==> config.mk <==
export PLATFORM = sky130hd
export DESIGN_NAME = pipe3_skid
export DESIGN_NICKNAME = d
export VERILOG_FILES = /design/src/rtl/pipe3_skid.sv
export SDC_FILE = /design/constraint.sdc
export NUM_CORES = 1
export LEC_CHECK = 0
export CAP_MARGIN = 20
export CORE_MARGIN = 5
export CORE_UTILIZATION = 55
export DETAILED_ROUTE_END_ITERATION = 12
export GPL_TIMING_DRIVEN = 0
export PLACE_DENSITY = 0.95
export SETUP_SLACK_MARGIN = 0.02
export SLEW_MARGIN = 20
export SYNTH_ARGS = -nofsm -noshare
export SYNTH_HDL_FRONTEND = slang
export SYNTH_SLANG_ARGS = --single-unit
==> constraint.sdc <==
create_clock -name clk -period 5.2 [get_ports clk]
set_clock_uncertainty 0.15 [all_clocks]
set_input_delay 0.78 -clock clk [delete_from_list [all_inputs] [get_ports clk]]
set_output_delay 0.78 -clock clk [all_outputs]
set_load 0.01 [all_outputs]
==> src/rtl/pipe3_skid.sv <==
// Execute-to-memory/writeback pipeline register with a valid/ready handshake and a
// one-entry skid buffer. Define PIPE3_FWD_EN to add the ALU-result forwarding outputs.
module pipe3_skid #(
    parameter int unsigned DATA_W  = 128,
    parameter int unsigned MADDR_W = 21,
    parameter int unsigned BEN_W   = 16,
    parameter int unsigned RADDR_W = 5
) (
    input  logic               clk,
    input  logic               reset,
    input  logic               in_valid,
    output logic               in_ready,
    input  logic               flush,
    input  logic [0:DATA_W-1]  alures_in,
    input  logic [0:DATA_W-1]  stdata_in,
    input  logic               memWrEn_in,
    input  logic               memEn_in,
    input  logic [0:MADDR_W-1] memAddr_in,
    input  logic [0:BEN_W-1]   wbyteen_in,
    input  logic               regwren_in,
    input  logic [0:RADDR_W-1] rwraddrd_in,
    input  logic               reginmuxop_in,
    output logic               out_valid,
    input  logic               out_ready,
    output logic [0:DATA_W-1]  alures_out,
    output logic [0:DATA_W-1]  stdata_out,
    output logic               memWrEn_out,
    output logic               memEn_out,
    output logic [0:MADDR_W-1] memAddr_out,
    output logic [0:BEN_W-1]   wbyteen_out,
    output logic               regwren_out,
    output logic [0:RADDR_W-1] rwraddrd_out,
    output logic               reginmuxop_out
`ifdef PIPE3_FWD_EN
    ,
    output logic               fwd_valid,
    output logic [0:RADDR_W-1] fwd_addr,
    output logic [0:DATA_W-1]  fwd_data
`endif
);

    typedef struct packed {
        logic [0:DATA_W-1]  alures;
        logic [0:DATA_W-1]  stdata;
        logic               memwren;
        logic               memen;
        logic [0:MADDR_W-1] memaddr;
        logic [0:BEN_W-1]   wbyteen;
        logic               regwren;
        logic [0:RADDR_W-1] rwraddrd;
        logic               reginmuxop;
    } entry_t;

    entry_t in_ent;
    entry_t main_q, main_d;
    entry_t skid_q, skid_d;
    logic   main_valid_q, main_valid_d;
    logic   skid_valid_q, skid_valid_d;
    logic   accept, drain;

    always_comb begin
        in_ent.alures     = alures_in;
        in_ent.stdata     = stdata_in;
        in_ent.memwren    = memWrEn_in;
        in_ent.memen      = memEn_in;
        in_ent.memaddr    = memAddr_in;
        in_ent.wbyteen    = wbyteen_in;
        in_ent.regwren    = regwren_in;
        in_ent.rwraddrd   = rwraddrd_in;
        in_ent.reginmuxop = reginmuxop_in;
    end

    // in_ready comes straight from a flop, so it never sees out_ready combinationally.
    assign in_ready = ~skid_valid_q;
    assign accept   = in_valid & in_ready;
    assign drain    = main_valid_q & out_ready;

    always_comb begin
        main_d       = main_q;
        skid_d       = skid_q;
        main_valid_d = main_valid_q;
        skid_valid_d = skid_valid_q;
        if (flush) begin
            main_valid_d = 1'b0;
            skid_valid_d = 1'b0;
        end else if (!main_valid_q || drain) begin
            if (skid_valid_q) begin
                // in_ready is low here, so no new input competes with the skid entry.
                main_d       = skid_q;
                main_valid_d = 1'b1;
                skid_valid_d = 1'b0;
            end else if (accept) begin
                main_d       = in_ent;
                main_valid_d = 1'b1;
            end else begin
                main_valid_d = 1'b0;
            end
        end else if (accept) begin
            skid_d       = in_ent;
            skid_valid_d = 1'b1;
        end
    end

    always_ff @(posedge clk or negedge reset) begin
        if (!reset) begin
            main_valid_q <= 1'b0;
            skid_valid_q <= 1'b0;
            main_q       <= '0;
            skid_q       <= '0;
        end else begin
            main_valid_q <= main_valid_d;
            skid_valid_q <= skid_valid_d;
            main_q       <= main_d;
            skid_q       <= skid_d;
        end
    end

    assign out_valid      = main_valid_q;
    assign alures_out     = main_q.alures;
    assign stdata_out     = main_q.stdata;
    assign memAddr_out    = main_q.memaddr;
    assign wbyteen_out    = main_q.wbyteen;
    assign rwraddrd_out   = main_q.rwraddrd;
    assign reginmuxop_out = main_q.reginmuxop;
    // Side-effect strobes are gated so a stale entry can never write memory or registers.
    assign memWrEn_out    = main_valid_q & main_q.memwren;
    assign memEn_out      = main_valid_q & main_q.memen;
    assign regwren_out    = main_valid_q & main_q.regwren;

`ifdef PIPE3_FWD_EN
    assign fwd_valid = main_valid_q & main_q.regwren & ~main_q.reginmuxop;
    assign fwd_addr  = main_q.rwraddrd;
    assign fwd_data  = main_q.alures;
`endif

endmodule

==> results.json, run 1 <==
{
  "die_x_um": 237,
  "grt_max_degree": 102,
  "via_count": 17800,
  "setup.worst_path.end": "in_ready",
  "drc_errors": 0,
  "hp-class": "reg -> reg",
  "hold_viol_final": 0,
  "antenna_found_initial": 24,
  "clk_latency_ps": 600,
  "arrival_ps": 2320,
  "stdcell_count": 3349,
  "critPathKind": "reg -> out",
  "p_leak_nw": 16.3,
  "cp-start-kind": "flop",
  "ys_ff_latch": 606,
  "crit_fanout": 10,
  "worstReg2RegEnd": "skid_q[148]",
  "synth_nets": 2229,
  "synth.largest_area_cell": "dfrtp_1",
  "clockPowerShare": 0.305,
  "hold_buffers": 1,
  "holdWs_ps": 335,
  "fin_crit_sh": 0.625,
  "cts_resized": 0,
  "post_cts_buffers": 0,
  "clkTransAtPathRegs_ps": 60,
  "synth_area_leaders": "dfrtp_1, mux2_2, buf_4",
  "cp_data_required_time_ps": 4270,
  "r2r_cells": 5,
  "die_y_um": 237,
  "fin_nets": 2909,
  "core_area_um2": 51100,
  "dr.pass1.iters": 6,
  "grt_pass1_wl_mm": 120,
  "via_per_inst": 5.30,
  "routedWlPerCell_um": 23.1,
  "synthDistinctLibCells": 17,
  "powerDensity_nw_per_um2": 386,
  "overflow": 0,
  "area_growth_pct": 32.5,
  "grt_pass1_vias": 20300,
  "port_buffers": 610,
  "cts_buffers": 61,
  "rrSetupSlack_ps": 2850,
  "drt_wl_total_mm": 77.5,
  "gp_congestion": 0.849,
  "ant_nets": 0,
  "fmax_mhz": 308,
  "layout-drive-gt1-share": 0.507,
  "swShare": 0.256,
  "rsz0062_at_grt": "no",
  "synth.top_cell.area_share": 0.536,
  "slew_headroom": 0.564,
  "pin_count": 611,
  "ir_drop_uv": 333,
  "postSynthAreaPerCell_um2": 14.7,
  "pwr-share-comb": 0.256,
  "dieArea_um2": 56100,
  "reg2reg_from": "out_valid",
  "outcome": "finished clean",
  "rows": 83,
  "h-tree-depth": 2,
  "seq_power_share": 0.439,
  "finalSetupViolCount": 0,
  "maxSlewViolCount": 0,
  "cts_sinks": 606,
  "yosysWarnings": 0,
  "intPower_w": 0.0108,
  "start_util": 0.554,
  "max_cap_violations": 0,
  "grt_usage": 0.271,
  "final.min_clock_period_ps": 3250,
  "yosysSeqAreaShare": 0.536,
  "dp_cells": 3218,
  "first_iter_violations": 687,
  "clockBufferDepth": 3,
  "clockRootBuffer": "clkbuf_16",
  "startpoint": "skid_valid_q",
  "setup_tns_ps": 0,
  "synth_area_um2": 28300,
  "endpoint_kind": "output port",
  "p_switching_w": 0.00370,
  "synth_cells": 1922,
  "hpwl_mm": 56.7,
  "worst_pin_slew_ps": 654,
  "cts_tree": "built"
}
## power by group through the flow
| stage | Sequential [W] | Combinational, W | Clock, W |
|---|---|---|---|
| 6_report | 0.00635 | 0.00370 | 0.00441 |
| 5_1_grt | 0.00645 | 0.00393 | 0.00467 |
| 4_1_cts | 0.00633 | 0.00373 | 0.00447 |
| 3_5_place_dp | 0.00638 | 0.00368 | 0 |
| 3_3_place_gp | 0.00631 | 0.00354 | 0 |
| 2_1_floorplan | 0.00617 | 0.00206 | 0 |
## layer usage
metal | global-route usage | routed length, um
met2 | 0.478 | 40400
met4 | 0.114 | 3200
met3 | 0.0858 | 5990
met1 | 0.303 | 27800
met5 | 0 | 68
## cells by family (layout without fill, tap and decap cells)
group	count (synthesis)	count (layout)	share of synthesized area
muxes	906	906	0.361
and+or+nand+nor	10	10	0.00243
AOI/OAI and AO/OA	1	1	0.000177
buffers and inverters	399	1126	0.101
DFF	606	606	0.536
other	0	20	0
## flip-flops by register name, summed over array words and instances, names as in the netlist
signal and cells:
alures_out 128, main_q 3, memAddr_out 21, out_valid 1, reginmuxop_out 1, rwraddrd_out 5
skid_q 302, skid_valid_q 1, stdata_out 128, wbyteen_out 16
## cell usage after synthesis
| master | n |
|---|---|
| mux2_2 | 842 |
| inv_1 | 1 |
| mux2_1 | 64 |
| and2_1 | 3 |
| nand3_1 | 1 |
| nor3_4 | 1 |
| buf_6 | 8 |
| a21oi_1 | 1 |
| nor2_2 | 1 |
| clkbuf_1 | 3 |
| buf_4 | 321 |
| and2b_1 | 1 |
| dfrtp_1 | 606 |
| nor2_1 | 1 |
| nor3_1 | 1 |
| nand2b_1 | 1 |
| buf_2 | 66 |
## cells in the final DEF (no fill, tap or decap)
cell / netlist / final
buf_2: 66 / 66
inv_6: 0 / 1
buf_6: 8 / 8
clkbuf_8: 0 / 13
buf_16: 0 / 6
nand3_1: 1 / 1
clkdlybuf4s50_1: 0 / 609
clkinvlp_4: 0 / 1
and2b_1: 1 / 1
mux2_2: 842 / 842
clkbuf_1: 3 / 15
mux2_1: 64 / 64
and2_1: 3 / 3
buf_8: 0 / 1
nor3_4: 1 / 1
buf_4: 321 / 321
a21oi_1: 1 / 1
nor2_1: 1 / 1
bufinv_16: 0 / 4
clkbuf_16: 0 / 63
clkinv_2: 0 / 16
inv_1: 1 / 1
dfrtp_1: 606 / 606
nand2b_1: 1 / 1
nor2_2: 1 / 1
diode_2: 0 / 20
nor3_1: 1 / 1
dlygate4sd3_1: 0 / 1
## metrics by stage
stage / util / setup WS [ps] / power (W) / area [um^2]
floorplan: - / 3050 / 0.00823 / 28300
global placement: 0.690 / -22470 / 0.00985 / 35200
global route: 0.733 / 1800 / 0.0150 / 37500
finish: 0.734 / 1950 / 0.0145 / 37500
CTS: 0.733 / 1900 / 0.0145 / 37400
detailed placement: 0.693 / 1940 / 0.0101 / 35400
## critical path, stage by stage (launching register included)
cell             delay, ps
dfrtp_1                320
buf_2                  180
buf_2                  320
buf_2                  320
inv_1                   70
clkdlybuf4s50_1        510
## area by class of cell
cell class / instances / area (um^2)
flip-flops and latches: 606 / 15200
fillers: 2964 / 13600
multi-input cells: 917 / 10300
repair buffers: 617 / 6290
plain buffers: 398 / 2840
clock buffers: 88 / 1800
well taps: 680 / 851
clock inverters: 22 / 216
diodes: 20 / 50.0
inverters: 1 / 3.75
## worst min path at each step
stage | startpoint | end | slack, ps | depth (start not counted)
after CTS | alures_out[5] | alures_out[5] | 340 | 1
final | alures_out[5] | alures_out[5] | 340 | 1
after detailed placement | alures_out[5] | alures_out[5] | 330 | 1
after floorplan | main_q[45] | main_q[45] | 300 | 1
after global routing | alures_out[71] | alures_out[71] | 350 | 1
after global placement | main_q[45] | main_q[45] | 310 | 1
No activity file was read; power rests on OpenSTA's default activity.
==> inputs of run 2 (changes only) <==
--- a/config.mk
+++ b/config.mk
@@ -7,10 +7,10 @@
 export LEC_CHECK = 0
 export CAP_MARGIN = 20
 export CORE_MARGIN = 5
-export CORE_UTILIZATION = 55
+export CORE_UTILIZATION = 51
 export DETAILED_ROUTE_END_ITERATION = 12
 export GPL_TIMING_DRIVEN = 0
-export PLACE_DENSITY = 0.95
+export PLACE_DENSITY = 0.9
 export SETUP_SLACK_MARGIN = 0.02
 export SLEW_MARGIN = 20
 export SYNTH_ARGS = -nofsm -noshare
==> constraint.sdc (replaced) <==
create_clock -name clk -period 3 [get_ports clk]
set_clock_uncertainty 0.15 [all_clocks]
set_input_delay 0.45 -clock clk [delete_from_list [all_inputs] [get_ports clk]]
set_output_delay 0.45 -clock clk [all_outputs]
set_load 0.01 [all_outputs]
==> run 2 against run 1 <==
  * Sequential share of layout area decreased by 0.11 points
  * Clock power rose by 73%
  * Critical path depth is the same
  * Sequential power is 73% higher
  * Core utilization is 5.0 points lower
  * Register-to-register slack lost 2300 ps
  * Design area rose by 0.26%
  * Hold slack worse by 140 ps
  * Largest cell class unchanged
  * Highest routed layer unchanged
==> results.json, run 2 (synthesized netlist as in run 1, its figures left out) <==
{
  "dr.pass1.iters": 4,
  "clockBufferDepth": 3,
  "holdWs_ps": 196,
  "seq_power_share": 0.439,
  "crit_path_frequent_cell": "buf_4",
  "h-tree-depth": 2,
  "endpoint_kind": "output port",
  "mostFrequentLayoutCell": "mux2_2",
  "drt_wl_total_mm": 75.9,
  "grt_pass1_vias": 19800,
  "cp_cell_sequence": "buf_2 -> buf_4 -> buf_4 -> inv_1 -> clkdlybuf4s50_1",
  "die_y_um": 246,
  "cp_data_required_time_ps": 2400,
  "layout-drive-gt1-share": 0.507,
  "final_cell_mix": "mux2_2, clkdlybuf4s50_1, dfrtp_1, buf_4",
  "rows": 86,
  "cp_slowest_cell": "clkdlybuf4s50_1",
  "cts_sinks": 606,
  "via_count": 17500,
  "p_switching_w": 0.00637,
  "pin_count": 611,
  "regArea_um2": 15200,
  "clkTransAtPathRegs_ps": 60,
  "fin_crit_sh": 0.943,
  "maxSlewViolCount": 0,
  "overflow": 0,
  "hold_viol_final": 0,
  "antenna_found_initial": 24,
  "port_buffers": 610,
  "fmax_mhz": 354,
  "hpwl_mm": 56.3,
  "fillers": 3599,
  "intPower_w": 0.0186,
  "final_cell_area_um2": 37600,
  "critPathKind": "reg -> out",
  "hp-class": "in -> async",
  "largest-register": "skid_q",
  "via_per_inst": 5.13,
  "crit_fanout": 10,
  "arrival_ps": 2230,
  "fin_nets": 2910,
  "pwr-share-comb": 0.256,
  "setup_tns_ps": 0,
  "post_cts_buffers": 0,
  "clockRootBuffer": "clkbuf_16",
  "start_util": 0.514,
  "area_growth_pct": 32.9,
  "routedWlPerCell_um": 22.2,
  "gp_congestion": 0.849,
  "slew_headroom": 0.565,
  "die_x_um": 246,
  "powerDensity_nw_per_um2": 664,
  "ant_nets": 0,
  "grt_pass1_wl_mm": 117,
  "cpPeakStageDelay_ps": 480,
  "cp-start-kind": "flop",
  "clk_latency_ps": 610,
  "max_cap_violations": 0,
  "core_area_um2": 55000,
  "worst_pin_slew_ps": 652,
  "rsz0062_at_grt": "no",
  "dieArea_um2": 60300,
  "cts_buffers": 61,
  "multi_input_area_um2": 10300,
  "finalSetupViolCount": 0,
  "final.min_clock_period_ps": 2830,
  "grt_usage": 0.247,
  "cts_tree": "built",
  "power_w": 0.0250,
  "outcome": "finished clean",
  "swShare": 0.255,
  "ir_drop_uv": 577,
  "first_iter_violations": 619,
  "grt_max_degree": 91,
  "placed_cell_area_um2": 35500,
  "largest_reg_flops": 302,
  "clockPowerShare": 0.305,
  "drc_errors": 0,
  "p_leak_nw": 16.3
}
-- run 2: changes by cell type in the layout (fill, tap and decap cells not counted) --
cell | before | now
buf_2 | 66 | 64
bufinv_16 | 4 | 3
diode_2 | 20 | 17
clkbuf_8 | 13 | 14
inv_6 | 1 | 2
clkinv_2 | 16 | 13
clkbuf_1 | 15 | 18
buf_16 | 6 | 7
buf_4 | 321 | 323
-- run 2: per-layer routing --
metal	up-vias	share of wire	track usage
met2	532	0.51	0.435
met1	8958	0.37	0.278
met5	-	0.0015	0
met4	16	0.040	0.0952
li1	7831	-	-
met3	176	0.079	0.0824
-- run 2: metrics by stage --
step,instances,setup WS (ps),utilization
after detailed placement,3287,43.5,0.646
after CTS,3399,113,0.683
after global placement,3280,-24510,0.642
after floorplan,1922,1180,-
final,3416,172,0.684
after global routing,3412,65.0,0.683
-- run 2: worst paths after layout --
path	startpoint	endpoint	slack (ps)	cells past startpoint
worst min register to register	alures_out[94]	alures_out[94]	340	1
max in group asynchronous	reset	alures_out[116]	550	6
worst max register to register	out_valid	skid_q[146]	560	5
worst max-delay path	skid_valid_q	in_ready	170	5
worst min-delay path	reset	memAddr_out[20]	200	2
min in group clk	stdata_in[78]	skid_q[95]	330	2
-- run 2: what timing repair did --
action | CTS | global route
hold buffers | 1 | 0
setup endpoints to repair | 1 | 0
gates resized for setup | 2 | 0
endpoints found under the hold margin | 50 | 0
-- run 2: cell type report --
| type | instances | area share |
|---|---|---|
| Antenna cell | 17 | 0.00113 |
| Clock inverter | 19 | 0.00479 |
| Inverter | 1 | 0.0000999 |
| Timing Repair Buffer | 618 | 0.168 |
| Clock buffer | 92 | 0.0486 |
| Sequential cell | 606 | 0.403 |
| Multi-Input combinational cell | 917 | 0.273 |
| Buffer | 398 | 0.0757 |
| Tap cell | 748 | 0.0249 |
-- run 2: power by group through the flow --
| stage | Sequential, W | Combinational, W | Clock, W |
|---|---|---|---|
| after floorplan | 0.0107 | 0.00357 | 0 |
| after global placement | 0.0109 | 0.00616 | 0 |
| after detailed placement | 0.0110 | 0.00639 | 0 |
| after CTS | 0.0109 | 0.00646 | 0.00775 |
| after global routing | 0.0111 | 0.00682 | 0.00810 |
| final | 0.0110 | 0.00640 | 0.00761 |
-- run 2: worst max-delay path: cells and delay by family, from the launching register on --
kind	cells	cell delay, ps
DFF	1	320
buffers and inverters	5	1290
==> inputs of run 3 (changes only) <==
--- a/config.mk
+++ b/config.mk
@@ -5,13 +5,13 @@
 export SDC_FILE = /design/constraint.sdc
 export NUM_CORES = 1
 export LEC_CHECK = 0
+export ABC_AREA = 0
 export CAP_MARGIN = 20
 export CORE_MARGIN = 5
 export CORE_UTILIZATION = 51
 export DETAILED_ROUTE_END_ITERATION = 12
 export GPL_TIMING_DRIVEN = 0
 export PLACE_DENSITY = 0.9
-export SETUP_SLACK_MARGIN = 0.02
 export SLEW_MARGIN = 20
 export SYNTH_ARGS = -nofsm -noshare
 export SYNTH_HDL_FRONTEND = slang
==> run 3 against run 2 <==
  * Power barely moved
  * Cell count is the same
  * Largest power group unchanged
  * Highest routed layer unchanged
  * Design area stayed put
  * Core utilization unchanged
==> results.json, run 3 (synthesized netlist as in run 1, its figures left out) <==
{
  "first_iter_violations": 619,
  "fin_nets": 2910,
  "final.min_clock_period_ps": 2870,
  "clk_latency_ps": 610,
  "core_area_um2": 55000,
  "routedWlPerCell_um": 22.2,
  "drt_wl_total_mm": 75.9,
  "layout-drive-gt1-share": 0.507,
  "dieArea_um2": 60300,
  "rsz0062_at_grt": "no",
  "cts_tree": "built",
  "clockRootBuffer": "clkbuf_16",
  "powerDensity_nw_per_um2": 664,
  "maxSlewViolCount": 0,
  "area_growth_pct": 32.9,
  "h-tree-depth": 2,
  "largest-register": "skid_q",
  "die_x_um": 246,
  "outcome": "finished clean",
  "rows": 86,
  "arrival_ps": 2270,
  "hp-class": "in -> async",
  "cts_buffers": 61,
  "ant_nets": 0,
  "via_count": 17500,
  "crit_fanout": 10,
  "max_cap_violations": 0,
  "setup_tns_ps": 0,
  "final_util": 0.684,
  "clockBufferDepth": 3,
  "largest_reg_flops": 302,
  "fin_crit_sh": 0.957,
  "clkTransAtPathRegs_ps": 60,
  "hold_viol_final": 0,
  "cts_sinks": 606,
  "grt_usage": 0.247,
  "antenna_found_initial": 24,
  "cp-start-kind": "flop",
  "dr.pass1.iters": 4,
  "port_buffers": 610,
  "ir_drop_uv": 577,
  "pin_count": 611,
  "fmax_mhz": 348,
  "p_leak_nw": 16.3,
  "start_util": 0.514,
  "via_per_inst": 5.13,
  "mostFrequentLayoutCell": "mux2_2",
  "drc_errors": 0,
  "overflow": 0,
  "cp_data_required_time_ps": 2400,
  "critPathKind": "reg -> out",
  "grt_max_degree": 91,
  "post_cts_buffers": 0,
  "endpoint_kind": "output port",
  "worst_pin_slew_ps": 644,
  "final_cell_mix": "mux2_2, clkdlybuf4s50_1, dfrtp_1, buf_4",
  "grt_pass1_vias": 19800,
  "finalSetupViolCount": 0,
  "grt_pass1_wl_mm": 117,
  "gp_congestion": 0.849,
  "slew_headroom": 0.570,
  "hpwl_mm": 56.3,
  "die_y_um": 246
}
-- run 3: cell types whose count changed in the layout (fill, tap and decap cells not counted) --
cell | before | now
clkbuf_4 | 0 | 1
buf_4 | 323 | 322
-- run 3: where the power goes --
part / switching [W] / total [W] / leakage [nW] / internal (W)
combinational: 0.00223 / 0.00640 / 8.03 / 0.00416
sequential: 0.000956 / 0.0110 / 7.28 / 0.0100
clock: 0.00318 / 0.00761 / 0.997 / 0.00443
-- run 3: final timing paths --
check	start	depth (start not counted)	end	slack, ps
setup / recovery	skid_valid_q	5	in_ready	130
min in group clk	stdata_in[78]	2	skid_q[95]	330
setup reg to reg	out_valid	5	skid_q[146]	560
max in group asynchronous	reset	6	alures_out[116]	550
hold / removal	reset	2	memAddr_out[20]	200
hold reg to reg	alures_out[94]	1	alures_out[94]	340
-- run 3: final cells by class --
class	count	area, um^2
fillers	3599	17400
flip-flops and latches	606	15200
multi-input cells	917	10300
repair buffers	618	6310
plain buffers	398	2850
clock buffers	92	1830
well taps	748	936
clock inverters	19	180
diodes	17	42.5
inverters	1	3.75
-- run 3: routing by layer --
layer,part of all wire,up-vias,global-route usage
met3,0.079,176,0.0824
met1,0.37,8955,0.278
met4,0.040,16,0.0952
met2,0.51,532,0.435
li1,-,7831,-
met5,0.0015,-,0
-- run 3: critical path, cell delays in order (launching register included) --
cell and delay (ps):
dfrtp_1 320, buf_2 220, clkbuf_4 300, buf_4 240
inv_1 90, clkdlybuf4s50_1 480
-- run 3: repair_timing --
| action | 4_1_cts | 5_1_grt |
|---|---|---|
| hold buffers | 1 | 0 |
| setup endpoints to repair | 1 | 1 |
| gates resized for setup | 1 | 1 |
| hold endpoints to repair | 50 | 0 |
| gates cloned | 0 | 0 |
-- run 3: through the flow --
step	instance area [um^2]	hold WS [ps]	power, W	setup WS, ps	std cells
2_1_floorplan	28300	4.41	0.0143	1180	1922
3_3_place_gp	35300	316	0.0171	-24510	3280
3_5_place_dp	35500	240	0.0174	43.5	3287
4_1_cts	37500	166	0.0251	1.30	3399
5_1_grt	37600	209	0.0261	19.9	3412
6_report	37600	196	0.0250	129	3416
